$ cat config.mk
export PLATFORM = sky130hd
export DESIGN_NAME = cadence_torque_cond_flat
export DESIGN_NICKNAME = d
export VERILOG_FILES = /design/src/rtl/cadence_torque_cond_if.sv /design/src/rtl/cadence_torque_cond.sv /design/src/flat_wrapper.sv
export SDC_FILE = /design/constraint.sdc
export NUM_CORES = 1
export LEC_CHECK = 0
export ABC_CLOCK_PERIOD_IN_PS = 8400
export BUFFER_PORTS_ARGS = -buffer_cell sky130_fd_sc_hd__buf_2
export CAP_MARGIN = 20
export CELL_PAD_IN_SITES_DETAIL_PLACEMENT = 1
export CELL_PAD_IN_SITES_GLOBAL_PLACEMENT = 2
export CORE_UTILIZATION = 40
export CTS_CLUSTER_SIZE = 8
export DETAILED_ROUTE_END_ITERATION = 6
export PLACE_DENSITY = 0.88
export SLEW_MARGIN = 20
export SYNTH_ARGS = -nofsm -noshare
export SYNTH_HDL_FRONTEND = slang
export SYNTH_SLANG_ARGS = --single-unit
export TNS_END_PERCENT = 5
$ cat constraint.sdc
create_clock -name clk -period 8.4 [get_ports clk]
set_input_delay 0.42 -clock clk [delete_from_list [all_inputs] [get_ports clk]]
set_output_delay 0.42 -clock clk [all_outputs]
set_load 0.02 [all_outputs]
$ cat src/rtl/cadence_torque_cond_if.sv
// Sensor-side bundle between the raw cadence/torque inputs and the conditioning stage.
interface cadence_torque_cond_if;
   logic        cadence_raw;
   logic [11:0] torque;
   logic        torque_vld;
   logic [4:0]  cadence;
   logic        not_pedaling;
   logic [11:0] avg_torque;

   modport master (
      output cadence_raw, torque, torque_vld,
      input  cadence, not_pedaling, avg_torque
   );

   modport slave (
      input  cadence_raw, torque, torque_vld,
      output cadence, not_pedaling, avg_torque
   );
endinterface

$ cat src/rtl/cadence_torque_cond.sv
// Cadence edge counting over a 2^WIN_W clock window plus exponential torque averaging.
// Optional build macro CADENCE_DEBOUNCE_EN inserts a 4-clock debounce filter on the cadence level.
module cadence_torque_cond #(
   parameter int WIN_W    = 22,
   parameter int AVG_SHFT = 5
) (
   input logic               clk,
   input logic               rst,
   cadence_torque_cond_if.slave bus
);
   localparam int ACC_W = 12 + AVG_SHFT;

   logic             sync1_r;
   logic             sync2_r;
   logic             sync3_r;
   logic             lvl_s;
   logic             cad_rise_s;
   logic             term_s;
   logic [WIN_W-1:0] win_cnt_r;
   logic [5:0]       edge_cnt_r;
   logic [6:0]       edge_sum_s;
   logic [4:0]       cadence_nxt_s;
   logic [4:0]       cadence_r;
   logic             not_ped_r;
   logic [ACC_W-1:0] acc_r;
   logic [ACC_W-1:0] acc_nxt_s;

   // Two-flop synchronizer for the asynchronous sensor, plus the edge-detect flop.
   always_ff @(posedge clk or posedge rst) begin
      if (rst) begin
         sync1_r <= 1'b0;
         sync2_r <= 1'b0;
         sync3_r <= 1'b0;
      end else begin
         sync1_r <= bus.cadence_raw;
         sync2_r <= sync1_r;
         sync3_r <= lvl_s;
      end
   end

`ifdef CADENCE_DEBOUNCE_EN
   logic       filt_r;
   logic [1:0] stab_cnt_r;

   // Filtered level flips only after sync2 has disagreed with it for 4 consecutive clocks.
   always_ff @(posedge clk or posedge rst) begin
      if (rst) begin
         filt_r     <= 1'b0;
         stab_cnt_r <= 2'd0;
      end else if (sync2_r != filt_r) begin
         if (stab_cnt_r == 2'd3) begin
            filt_r     <= sync2_r;
            stab_cnt_r <= 2'd0;
         end else begin
            stab_cnt_r <= stab_cnt_r + 2'd1;
         end
      end else begin
         stab_cnt_r <= 2'd0;
      end
   end

   assign lvl_s = filt_r;
`else
   assign lvl_s = sync2_r;
`endif

   assign cad_rise_s = lvl_s & ~sync3_r;
   assign term_s     = &win_cnt_r;

   // An edge arriving on the terminal cycle still belongs to the closing window.
   always_comb begin
      edge_sum_s = {1'b0, edge_cnt_r} + {6'd0, cad_rise_s};
      if (edge_sum_s > 7'd31) begin
         cadence_nxt_s = 5'd31;
      end else begin
         cadence_nxt_s = edge_sum_s[4:0];
      end
      if (not_ped_r) begin
         acc_nxt_s = {bus.torque, {AVG_SHFT{1'b0}}};
      end else begin
         acc_nxt_s = acc_r - (acc_r >> AVG_SHFT) + {{AVG_SHFT{1'b0}}, bus.torque};
      end
   end

   // Free-running window, saturating edge count and the latched cadence result.
   always_ff @(posedge clk or posedge rst) begin
      if (rst) begin
         win_cnt_r  <= {WIN_W{1'b0}};
         edge_cnt_r <= 6'd0;
         cadence_r  <= 5'd0;
         not_ped_r  <= 1'b1;
      end else begin
         win_cnt_r <= win_cnt_r + {{(WIN_W-1){1'b0}}, 1'b1};
         if (term_s) begin
            edge_cnt_r <= 6'd0;
            cadence_r  <= cadence_nxt_s;
            not_ped_r  <= (cadence_nxt_s < 5'd2);
         end else if (cad_rise_s && (edge_cnt_r != 6'd32)) begin
            edge_cnt_r <= edge_cnt_r + 6'd1;
         end else begin
            edge_cnt_r <= edge_cnt_r;
         end
      end
   end

   // Seeding while stopped lets the average track immediately once a sample arrives.
   always_ff @(posedge clk or posedge rst) begin
      if (rst) begin
         acc_r <= {ACC_W{1'b0}};
      end else if (bus.torque_vld) begin
         acc_r <= acc_nxt_s;
      end else begin
         acc_r <= acc_r;
      end
   end

   assign bus.cadence      = cadence_r;
   assign bus.not_pedaling = not_ped_r;
   assign bus.avg_torque   = acc_r[ACC_W-1:AVG_SHFT];
endmodule
$ cat src/flat_wrapper.sv
// flat-port wrapper written by rule: the top's interface ports become plain ports
module cadence_torque_cond_flat 
#(
   parameter int WIN_W    = 22,
   parameter int AVG_SHFT = 5
)
  (clk, rst, bus_cadence_raw, bus_torque, bus_torque_vld, bus_cadence, bus_not_pedaling, bus_avg_torque);
  cadence_torque_cond_if bus_i ();
  input logic clk;
  input logic rst;
  input wire logic [$bits(bus_i.cadence_raw)-1:0] bus_cadence_raw;
  input wire logic [$bits(bus_i.torque)-1:0] bus_torque;
  input wire logic [$bits(bus_i.torque_vld)-1:0] bus_torque_vld;
  output wire logic [$bits(bus_i.cadence)-1:0] bus_cadence;
  output wire logic [$bits(bus_i.not_pedaling)-1:0] bus_not_pedaling;
  output wire logic [$bits(bus_i.avg_torque)-1:0] bus_avg_torque;
  assign bus_i.cadence_raw = bus_cadence_raw;
  assign bus_i.torque = bus_torque;
  assign bus_i.torque_vld = bus_torque_vld;
  assign bus_cadence = bus_i.cadence;
  assign bus_not_pedaling = bus_i.not_pedaling;
  assign bus_avg_torque = bus_i.avg_torque;
  cadence_torque_cond #(.WIN_W(WIN_W), .AVG_SHFT(AVG_SHFT)) u_core (.clk(clk), .rst(rst), .bus(bus_i));
endmodule
==> results of run 1 <==
[synthesized netlist by cell type (3+ instances only)]
cell and count:
a21oi_1 19, and3_1 9, buf_4 12, o21a_1 5, a2111oi_0 3, xor2_1 15, a31oi_1 9, ha_1 22
inv_1 63, and4_1 3, a211oi_1 3, nor3_1 10, fa_1 12, o211ai_1 3, dfrtp_1 53, xnor2_1 17
nand2_1 28, nor2_1 31, mux2i_1 3, a21o_1 7, o21ai_0 8, clkbuf_1 8, nor2b_1 6, nand2b_1 6
o22ai_1 3, nand4_1 7, buf_2 3, nand3_1 16, o21ai_1 4
[worst max-delay path: cells and delay by family (launching register included)]
family / cells / cell delay [ps]
AOI/OAI and AO/OA: 4 / 1330
adders and majority gates: 2 / 880
DFF: 1 / 440
and+or+nand+nor: 2 / 330
buffers and inverters: 1 / 60
[power by group]
group | switching [mW] | internal, mW
sequential | 0.0679 | 0.320
clock | 0.0923 | 0.0983
combinational | 0.686 | 0.491
[per-stage QoR]
step / setup slack [ps] / instances
2_1_floorplan: 5622 / 409
3_3_place_gp: 5335 / 528
3_5_place_dp: 5266 / 528
4_1_cts: 5302 / 536
5_1_grt: 5066 / 536
6_report: 5306 / 536
[metal layers]
metal	track usage [%]	share of wire [%]	vias up
met1	24.83	46	1398
met5	0	0	-
met4	2.914	0.31	0
met3	2.291	2.3	2
li1	-	-	1402
met2	34.07	51	26
[path summary, 6_finish.rpt]
kind / start / to / slack [ps] / cells after the start
min: bus_cadence_raw / u_core.sync1_r$_DFF_PP0_ / 210 / 1
max: u_core.acc_r[6]$_DFFE_PP0P_ / u_core.acc_r[11]$_DFFE_PP0P_ / 5310 / 9
min in group asynchronous: rst / u_core.acc_r[1]$_DFFE_PP0P_ / 300 / 3
max reg2reg: u_core.acc_r[6]$_DFFE_PP0P_ / u_core.acc_r[11]$_DFFE_PP0P_ / 5310 / 9
min reg2reg: u_core.sync1_r$_DFF_PP0_ / u_core.lvl_s$_DFF_PP0_ / 360 / 0
max in group asynchronous: rst / u_core.acc_r[15]$_DFFE_PP0P_ / 7630 / 3
[placed cells by master, fill, tap and decap left out, types with 7 or more instances in the layout]
cell	count
inv_1	62
dfrtp_1	53
buf_2	33
nor2_1	31
nand2_1	28
ha_1	22
a21oi_1	19
xnor2_1	17
nand3_1	16
xor2_1	15
fa_1	12
nor3_1	10
a31oi_1	9
and3_1	9
o21ai_0	8
a21o_1	7
nand4_1	7
[area by class of cell]
type	instances	area, µm²	area share (%)
Clock buffer	6	82.58	2.079
Clock inverter	2	38.79	0.9764
Inverter	63	236.5	5.953
Multi-Input combinational cell	269	1954	49.20
Sequential cell	54	1353	34.05
Tap cell	108	135.1	3.402
Timing Repair Buffer	34	172.7	4.346
[logic make-up (layout without fill, tap and decap cells)]
group	after synthesis	count (layout)	share of synthesized area, %
AO/OA/AOI/OAI	77	77	13.91
XOR/XNOR	32	32	7.619
adder cells (fa/ha/maj)	34	34	14.01
buffers and inverters	86	105	10.10
flip-flops	54	54	36.77
multiplexers	5	5	1.429
AND/OR/NAND/NOR	121	121	16.16
[flip-flops by register name, summed over array words and instances (netlist names)]
signal and cells:
u_core.edge_cnt_r 6, u_core.win_cnt_r 22, u_core.lvl_s 1, u_core.acc_r 17, u_core.sync1_r 1, u_core.bus.not_pedaling 1, u_core.sync3_r 1, u_core.bus.cadence 5
==> reports/summary.md, run 1 <==
The flow ran to the end, but the final reports show violations. The checks that failed: DRC. The later pin in the worst-skew pair is clocked with a latency of 310 ps. The logs give 154.1 µV for the largest voltage drop on the vdd net and 0 for the buffers inserted during post-CTS setup optimization. The area of the die is 9583 µm², and the sum of negative setup slack is 0 ps. The top achievable clock speed is 323.2 MHz, and the actual transition at the worst max-transition pin is 709.4 ps.

The run gives 0 as the number of endpoints with negative hold slack in the final report. The wire length of the first global-routing pass was 14.69 mm; the aggregate global routing overflow was 0. For this run, the leading register cell type out of synthesis is dfrtp_1.

The maximum single-stage delay on the critical path is 610 ps, and the number of DRC violations after detailed-routing iteration 0 is 81. The congestion estimate from routability-driven global placement came to 0.8418. Counting the fill cells in the layout gives 1060. The die width is 97.90 µm, and the number of global-route vias before repair is 3021. The cell count after synthesis came out at 409. The number of nets in the synthesized netlist is 459. The max-slew violation total from the final report is 0. Data arrives at the worst endpoint at 3340 ps. Dividing the detail-routed wire length by the instance count gives 15.76 µm. After layout, the design draws a total of 1.755 mW. The critical setup path kind is reg2reg.

Buffers inserted during clock tree synthesis total 5. The clock arrives with 6.133 ps of skew. No sink is reached through more buffers than the 2 on the longest clock path. The share of flip-flops with an asynchronous set or reset came out at 100.0%. For this run, the post-layout net count is 477. The count of cell types in the netlist is 46. The initial antenna violation count was 0. The worst path uses 36.83% of the clock period. The final layout contains routed wiring with a total length of 8.448 mm.

The worst path required time was 8650 ps; the average footprint of a synthesized cell was 8.994 µm². In this run the tightest slew margin relative to its limit is 52.71%. The tools report the clock sink count as 54.

Cells with a size suffix above 1 make up 10.75% of the layout. The number of synthesized flops with an enable pin was 0. The run gives 2 as the number of H-tree levels. For this block, the via count after detailed routing is 2828. TritonCTS built the clock tree. Quantity of I/O buffers inserted on ports: 33.

The floorplan has 34 rows. Across the run, the number of max-cap violations was 0. STA classifies the critical path startpoint as a flop.

The minimum hold slack is 211.4 ps. Post-route DRC violation count: 3. The number of gates resized after cts is 0, and the minimum clock period is 3094 ps. Master cell of the clock root buffer: clkbuf_8.

In this run the power density over the cells is 441.8 nW/µm². The run gives 8806 µm² as the core footprint. Yosys attributes the largest share of cell area to dfrtp_1, ha_1, fa_1. Post-synthesis instance area: 3679 µm². The sum of net half-perimeters after detailed placement was 6.299 mm; the ratio of routed vias to standard cells was 5.276. Traced cell by cell, the critical path runs through fa_1 -> inv_1 -> ha_1 -> a21o_1 -> nand4_1 -> a211oi_1 -> o21bai_1 -> a2111oi_0 -> nand3b_1.

Clock-pin slew was measured on the worst setup and hold paths at 110 ps. The number of buffers inserted by hold repair at cts was 0; the overall die height was 97.90 µm. For this run, the number of Yosys warnings is 0. The starting utilization of the core area was 41.77%; the area share of the largest cell type after synthesis was 36.05%. The class of the most critical hold timing path is in2reg. Entering global routing, the biggest net connects 55 pins. The endpoint kind of the worst setup timing path is a flop. For this run, the register share of the synthesized area comes to 36.77%. Of all cell types, the one taking the most synthesized area is dfrtp_1.

The utilization of the core after routing came out at 45.11%. Once layout is done, the placed cells without fillers occupy 3973 µm². The number of I/O pins is 34, and the relative area change from synthesis to final layout is 7.993%.

The number of synthesized register bits is 54, and the antenna diode instance count is 0. In this run the static leakage power is 2.025 nW. Setup violations remaining at the end of the flow were counted as 0. The standard cell area after detailed placement was 3851 µm²; the overall routing resource usage was 18.95%. The largest individual stage delay along the critical path comes from the cell fa_1.

For this run, the detailed router's first-pass iteration total came to 6. The top fanout value on the critical path was 5; the count of antenna-violating nets left after detailed routing was 0. Setup repair after global routing left no endpoint under its margin.
Note: power is estimated with default switching activity, not from simulation.
==> run 2: changes to the inputs <==
Settings changed: ABC_CLOCK_PERIOD_IN_PS 8400 to 2800, CORE_UTILIZATION 40 to 34, PLACE_DENSITY 0.88 to 0.8.
Clock period 8.4 ns to 2.8 ns, I/O delays scaled along.
==> run 2 against run 1 <==
  * The run now ends clean
  * Via count grew 8.1%
  * Largest cell class unchanged
  * Non-clock buffer count grew 42
  * Critical path type unchanged
  * Hold slack lost 200 ps
  * Sequential share of layout area shrank 4.5 points
==> reports/summary.md, run 2 (synthesized netlist as in run 1, its figures left out) <==
The aggregate global routing overflow is 0 (unchanged), and the count of antenna-violating nets left after detailed routing is 0 (unchanged). Cell-by-cell listing of the critical path: fa_1 -> inv_1 -> ha_1 -> a21o_1 -> nand4_1 -> buf_4 -> a21oi_1 -> nand2b_1 -> mux2_1 -> o31ai_1 (was fa_1 -> inv_1 -> ha_1 -> a21o_1 -> nand4_1 -> a211oi_1 -> o21bai_1 -> a2111oi_0 -> nand3b_1). The logs give 3332 (was 3021) for the number of global-route vias before repair and 55 (unchanged) for the maximum number of pins on one net before global-route repair.

For the top achievable clock speed, the log shows 367.4 MHz (was 323.2 MHz). The run gives 1215 (was 1060) as the filler cell count. Commonest cells after routing, fill and taps aside: inv_1, dfrtp_1, buf_4 (was inv_1, dfrtp_1, buf_2). The tools report the endpoint of the worst-slack reg-to-reg timing path as u_core.acc_r[7]$_DFFE_PP0P_ (was u_core.acc_r[11]$_DFFE_PP0P_).

The tools report the register area as 1354 µm² (was 1353 µm²). For the setup violation total in the final timing report, the log shows 0 (unchanged). Biggest regs: u_core.win_cnt_r: 22 flops, u_core.acc_r: 17 flops, u_core.edge_cnt_r: 6 flops (unchanged).

The relative area change from synthesis to final layout was 24.49% (was 7.993%). Die width: 106.0 µm (was 97.90 µm). The tools report the critical path launch point type as a flop (unchanged). The antenna diode instance count is 0 (unchanged). The logs give 16.30 mm (was 14.69 mm) for the wire length of the first global-routing pass and 0 (unchanged) for the number of maximum-capacitance violations. The tools report the critical path arrival as 2960 ps (was 3340 ps).

The final-stage net count is 519 (was 477). The flop-to-flop setup slack was 80 ps (was 5310 ps); the clock sink count was 54 (unchanged). The logs give 320 ps (was 310 ps) for the insertion delay of the later-clocked pin in the worst-skew pair and 3058 (was 2828) for the number of vias after detailed routing. The end point of the critical path is u_core.acc_r[7]$_DFFE_PP0P_ (was u_core.acc_r[11]$_DFFE_PP0P_).

The run gives 4 (was 6) as the number of optimization iterations in the first detailed-route pass. The number of endpoints with negative hold slack in the final report is 0 (unchanged), and the proportion of layout cells with a drive suffix above 1 is 25.74% (was 10.75%). The run gives 0.8600 (was 0.8418) as the placer's final routability congestion estimate. The number of DRC violations after detailed-routing iteration 0 came out at 72 (was 81). The endpoint kind of the worst setup timing path was a flop (unchanged). Class of the most critical hold timing path: in2async (was in2reg). The tools report the total CTS buffers as 5 (unchanged).

Minimum clock period: 2722 ps (was 3094 ps). Cell with the largest stage delay on the worst path: fa_1 (unchanged). The run gives 11.43 ps (was 6.133 ps) as the post-route clock skew. The critical setup path kind was reg2reg (unchanged). Utilization of the core after routing: 43.96% (was 45.11%). The routed wire length per instance came out at 15.77 µm (was 15.76 µm).

The worst reg2reg path depth was 10 (was 9); the quantity of I/O buffers inserted on ports was 33 (unchanged). Maximum single-stage delay on the critical path: 570 ps (was 610 ps). The wire length reported by the detailed router was 9.557 mm (was 8.448 mm). The commonest non-fill, non-tap cell in the layout was inv_1 (unchanged). The flow ran to the end, and the final reports show no timing, DRC or antenna violations. TritonCTS built the clock tree. The run gives 0 (unchanged) as the initial antenna violation count. The actual transition at the worst max-transition pin was 736.4 ps (was 709.4 ps). The largest buffer count on any clock path is 2 (unchanged), and the worst path required time is 3040 ps (was 8650 ps). The logs give 0 (was 3) for the post-route DRC violation count and 34 (unchanged) for the number of I/O pins.

The top fanout value on the critical path came out at 3 (was 5). Setup repair after global routing could not meet its margin everywhere. The ratio of routed vias to standard cells came out at 5.046 (was 5.276). The tools report the number of rows created at floorplan as 37 (was 34). Source of the worst register-to-register timing path: u_core.acc_r[6]$_DFFE_PP0P_ (unchanged).

For the area of the die, the log shows 11240 µm² (was 9583 µm²). The number of flip-flops in the largest register was 22 (unchanged). The master cell of the clock root buffer is clkbuf_8 (unchanged). Final critical-path share of the clock period: 97.20% (was 36.83%). For the max-slew violation total from the final report, the log shows 0 (unchanged). The logs give 6.973 mm (was 6.299 mm) for the sum of net half-perimeters after detailed placement and 50.85% (was 52.71%) for the normalized max-slew margin. The overall routing resource usage is 18.33% (was 18.95%), and the number of H-tree levels is 2 (unchanged). The register with the most flip-flops was u_core.win_cnt_r (unchanged). The overall die height came out at 106.0 µm (was 97.90 µm).

The launching instance or port of the critical path is u_core.acc_r[6]$_DFFE_PP0P_ (unchanged). For the footprint of the multi-input gates, the log shows 2208 µm² (was 1954 µm²). The core footprint came out at 10420 µm² (was 8806 µm²). The minimum hold slack is 13.65 ps (was 211.4 ps), and the clock edge transition at the registers on the reported setup and hold paths is 110 ps (about the same). For the starting utilization of the core area, the log shows 35.32% (was 41.77%).
run 2: area by class of cell:
| class | count | share of cell area, % |
|---|---|---|
| tap | 136 | 3.716 |
| inverter | 63 | 5.164 |
| timing repair buffer | 76 | 10.79 |
| clock buffer | 5 | 1.503 |
| multi-input combinational | 269 | 48.22 |
| clock inverter | 3 | 1.038 |
| sequential | 54 | 29.56 |
run 2: what timing repair did:
item	in CTS	in global routing
resized for setup	22	25
hold buffers	1	0
pin swaps	7	21
buffers inserted	2	6
endpoints found under the setup margin	8	9
hold endpoints to repair	1	0
run 2: worst min path at each step:
stage,depth (start not counted),from,endpoint,slack [ps]
6_report,3,rst,u_core.win_cnt_r[12]$_DFF_PP0_,10
3_5_place_dp,1,bus_cadence_raw,u_core.sync1_r$_DFF_PP0_,250
4_1_cts,3,rst,u_core.win_cnt_r[12]$_DFF_PP0_,40
2_1_floorplan,0,bus_cadence_raw,u_core.sync1_r$_DFF_PP0_,170
3_3_place_gp,1,bus_cadence_raw,u_core.sync1_r$_DFF_PP0_,250
5_1_grt,3,rst,u_core.sync1_r$_DFF_PP0_,70
run 2: per-layer routing:
metal | routed length (µm) | track usage (%) | vias to the layer above | part of all wire [%]
li1 | - | - | 1481 | -
met1 | 4391 | 23.62 | 1544 | 46
met2 | 4943 | 33.24 | 29 | 52
met3 | 171 | 2.207 | 4 | 1.8
met4 | 50 | 3.075 | 0 | 0.52
met5 | 0 | 0 | - | 0
run 2: critical path: cells and delay by family (launching register included):
kind	cells	cell delay (ps)
adder cells (fa/ha/maj)	2	850
AO/OA/AOI/OAI	3	460
flip-flops	1	430
multiplexers	1	340
AND/OR/NAND/NOR	2	310
buffers and inverters	2	240
run 2: stage by stage:
stage	std cells	setup slack, ps	area, µm²	TNS (ps)
2_1_floorplan	409	21.78	3679	0
3_3_place_gp	589	-153.4	4134	-342.6
3_5_place_dp	589	-216.1	4134	-957.9
4_1_cts	600	-36.30	4402	-46.72
5_1_grt	606	-50.20	4579	-218.1
6_report	606	78.38	4579	0
Power of run 2 is not shown: default switching activity piles up to over one toggle a cycle in this logic, so the estimate is an artifact.
==> run 3: changes to the inputs <==
Settings changed: ABC_CLOCK_PERIOD_IN_PS 2800 to 2490, CTS_CLUSTER_DIAMETER from default to 120.
Clock period 2.8 ns to 2.49 ns, I/O delays scaled along.
==> run 3 against run 2 <==
  * The run now ends with setup timing left
  * Highest routed layer unchanged
  * Critical path depth down 1
  * Register-to-register slack got worse by 380 ps
  * Global-route usage barely moved
  * Setup slack got worse by 380 ps
  * Non-clock buffer count is 17 higher
==> reports/summary.md, run 3 (synthesized netlist as in run 1, its figures left out) <==
Ratio of routed vias to standard cells: 4.936 (was 5.046). The tools report the normalized max-slew margin as 47.57% (was 50.85%). The endpoint kind of the worst setup timing path is a flop (unchanged). The utilization of the core after routing is 44.74% (was 43.96%). Top fanout value on the critical path: 4 (was 3).

Along the worst hold path, the cell count comes to 3. Placer's final routability congestion estimate: 0.8183 (was 0.8600). The footprint of the multi-input gates is 2186 µm² (was 2208 µm²), and the number of buffer and inverter stages on the critical path is 1 (was 2).

The cell with the largest stage delay on the worst path is fa_2 (was fa_1). For the sum of negative setup slack, the log shows -2159 ps (was 0 ps). For the wire length of the first global-routing pass, the log shows 16.37 mm (was 16.30 mm). The worst slack at placement is -389.2 ps (was -216.1 ps), and the proportion of layout cells with a drive suffix above 1 is 28.34% (was 25.74%). The quantity of I/O buffers inserted on ports is 33 (unchanged), and the minimum clock period is 2790 ps (was 2722 ps).

The logs give 0 (unchanged) for the antenna diode instance count and 1353 µm² (was 1354 µm²) for the register area. The run gives 1230 (was 1215) as the filler cell count. For the count of antenna-violating nets left after detailed routing, the log shows 0 (unchanged). Number of global-route vias before repair: 3426 (was 3332). The tools report the master cell of the clock root buffer as clkbuf_8 (unchanged). The maximum number of pins on one net before global-route repair is 27 (was 55), and the final-stage net count is 536 (was 519). For the top achievable clock speed, the log shows 358.4 MHz (was 367.4 MHz). Setup repair after global routing could not meet its margin everywhere. The number of H-tree levels was 2 (unchanged). The wire length reported by the detailed router came out at 9.539 mm (was 9.557 mm). The most numerous cell type found on the critical path is fa_2.

Commonest cells after routing, fill and taps aside: inv_1, buf_4, dfrtp_1 (was inv_1, dfrtp_1, buf_4). The initial antenna violation count came out at 0 (unchanged). The overall die height was 106.0 µm (unchanged); the final cell count without fillers was 623 (was 606). The class of the most critical hold timing path is in2reg (was in2async). Cell-by-cell listing of the critical path: fa_2 -> buf_4 -> fa_2 -> nand2b_4 -> a211oi_2 -> o21a_2 -> a31oi_1 -> a311o_1 -> nand3_1 (was fa_1 -> inv_1 -> ha_1 -> a21o_1 -> nand4_1 -> buf_4 -> a21oi_1 -> nand2b_1 -> mux2_1 -> o31ai_1). The maximum single-stage delay on the critical path is 490 ps (was 570 ps). The run finished, with violations left. The run gives 4 (unchanged) as the number of optimization iterations in the first detailed-route pass. The worst path required time was 2750 ps (was 3040 ps). The checks that failed: setup timing. The register with the most flip-flops is u_core.win_cnt_r (unchanged). Number of logic stages on the critical path including buffering: 9 (was 10). The clock sink count was 54 (unchanged); the routed wire length per instance was 15.31 µm (was 15.77 µm). The run gives 11240 µm² (unchanged) as the area of the die. The run gives 2 (unchanged) as the largest buffer count on any clock path. Sum of net half-perimeters after detailed placement: 7.460 mm (was 6.973 mm). The max-slew violation total from the final report was 0 (unchanged). The run gives 43 (was 72) as the number of DRC violations after detailed-routing iteration 0. The relative area change from synthesis to final layout was 26.70% (was 24.49%); the die width was 106.0 µm (unchanged). The run gives 18.29% (was 18.33%) as the overall routing resource usage.

The final critical-path share of the clock period is 112.1% (was 97.20%), and the number of flip-flops in the largest register is 22 (unchanged). Critical setup path kind: reg2reg (unchanged). Kind of cell with the highest combined delay on the critical path: compound AO/OA/AOI/OAI gates (was adder cells).

Number of placed cells counting well taps: 608 (was 589). The actual transition at the worst max-transition pin was 785.6 ps (was 736.4 ps). For the starting utilization of the core area, the log shows 35.32% (unchanged). The tools report the number of rows created at floorplan as 37 (unchanged). The number of maximum-capacitance violations was 0 (unchanged); the total CTS buffers was 5 (unchanged).

The post-route clock skew came out at 13.28 ps (was 11.43 ps). TritonCTS built the clock tree. The number of endpoints with negative hold slack in the final report was 0 (unchanged); the core footprint was 10420 µm² (unchanged).

The number of vias after detailed routing is 3075 (was 3058), and the number of I/O pins is 34 (unchanged). Critical path launch point type: a flop (unchanged). Biggest regs: u_core.win_cnt_r: 22 flops, u_core.acc_r: 17 flops, u_core.edge_cnt_r: 6 flops (unchanged). The tools report the setup violation total in the final timing report as 10 (was 0). Critical path arrival: 3050 ps (was 2960 ps). The insertion delay of the later-clocked pin in the worst-skew pair came out at 320 ps (about the same). Commonest non-fill, non-tap cell in the layout: inv_1 (unchanged). The least setup slack across all paths after layout is -300.2 ps (was 78.38 ps). The worst reg2reg path depth was 9 (was 10); the post-route DRC violation count was 0 (unchanged). Clock edge transition at the registers on the reported setup and hold paths: 120 ps (was 110 ps). Aggregate global routing overflow: 0 (unchanged).
-- run 3: cell types whose count changed in the layout (fill, tap and decap cells not counted), sizes merged --
cell | before | now
buf | 75 | 91
bufinv | 1 | 0
dlygate4sd3 | 1 | 2
inv | 64 | 65
-- run 3: final cells by class --
cell class / count / share of cell area (%)
Sequential cell: 54 / 29.02
Multi-Input combinational cell: 269 / 46.90
Inverter: 63 / 5.074
Tap cell: 136 / 3.651
Clock buffer: 5 / 1.477
Clock inverter: 3 / 0.5638
Timing Repair Buffer: 93 / 13.32
-- run 3: final timing paths --
| kind | from | to | slack [ps] |
|---|---|---|---|
| worst max-delay path | u_core.acc_r[6]$_DFFE_PP0P_ | u_core.acc_r[16]$_DFFE_PP0P_ | -300 |
| worst min-delay path | bus_torque[0] | u_core.acc_r[5]$_DFFE_PP0P_ | 100 |
| worst max register to register | u_core.acc_r[6]$_DFFE_PP0P_ | u_core.acc_r[16]$_DFFE_PP0P_ | -300 |
| worst min register to register | u_core.sync1_r$_DFF_PP0_ | u_core.lvl_s$_DFF_PP0_ | 370 |
| max in group asynchronous | rst | u_core.bus.not_pedaling$_DFFE_PP1P_ | 1430 |
| min in group asynchronous | rst | u_core.edge_cnt_r[1]$_DFFE_PP0P_ | 390 |
-- run 3: tightest hold or removal path, delay by kind of cell --
| kind | cells | cell delay [ps] |
|---|---|---|
| AO/OA/AOI/OAI | 1 | 80 |
| buffers and inverters | 1 | 110 |
| AND/OR/NAND/NOR | 1 | 70 |
-- run 3: metal layers --
layer | track usage (%) | part of all wire (%) | wire length, µm
met3 | 2.636 | 2.3 | 215
met2 | 33.05 | 51 | 4869
met5 | 0 | 0 | 0
met1 | 23.18 | 46 | 4369
met4 | 3.571 | 0.89 | 85
-- run 3: timing repair --
item | 4_1_cts | 5_1_grt
hold buffers | 2 | 0
pin swaps | 11 | 11
setup buffers | 3 | 2
resized for setup | 13 | 13
setup endpoints to repair | 11 | 12
endpoints found under the hold margin | 25 | 0
-- run 3: metrics by stage --
stage	cell area (µm²)	hold slack (ps)
6_report	4661	96.32
3_5_place_dp	4394	192.2
4_1_cts	4582	73.24
5_1_grt	4661	90.60
2_1_floorplan	3797	155.9
3_3_place_gp	4394	189.8
Power of run 3 is left out for the same reason.
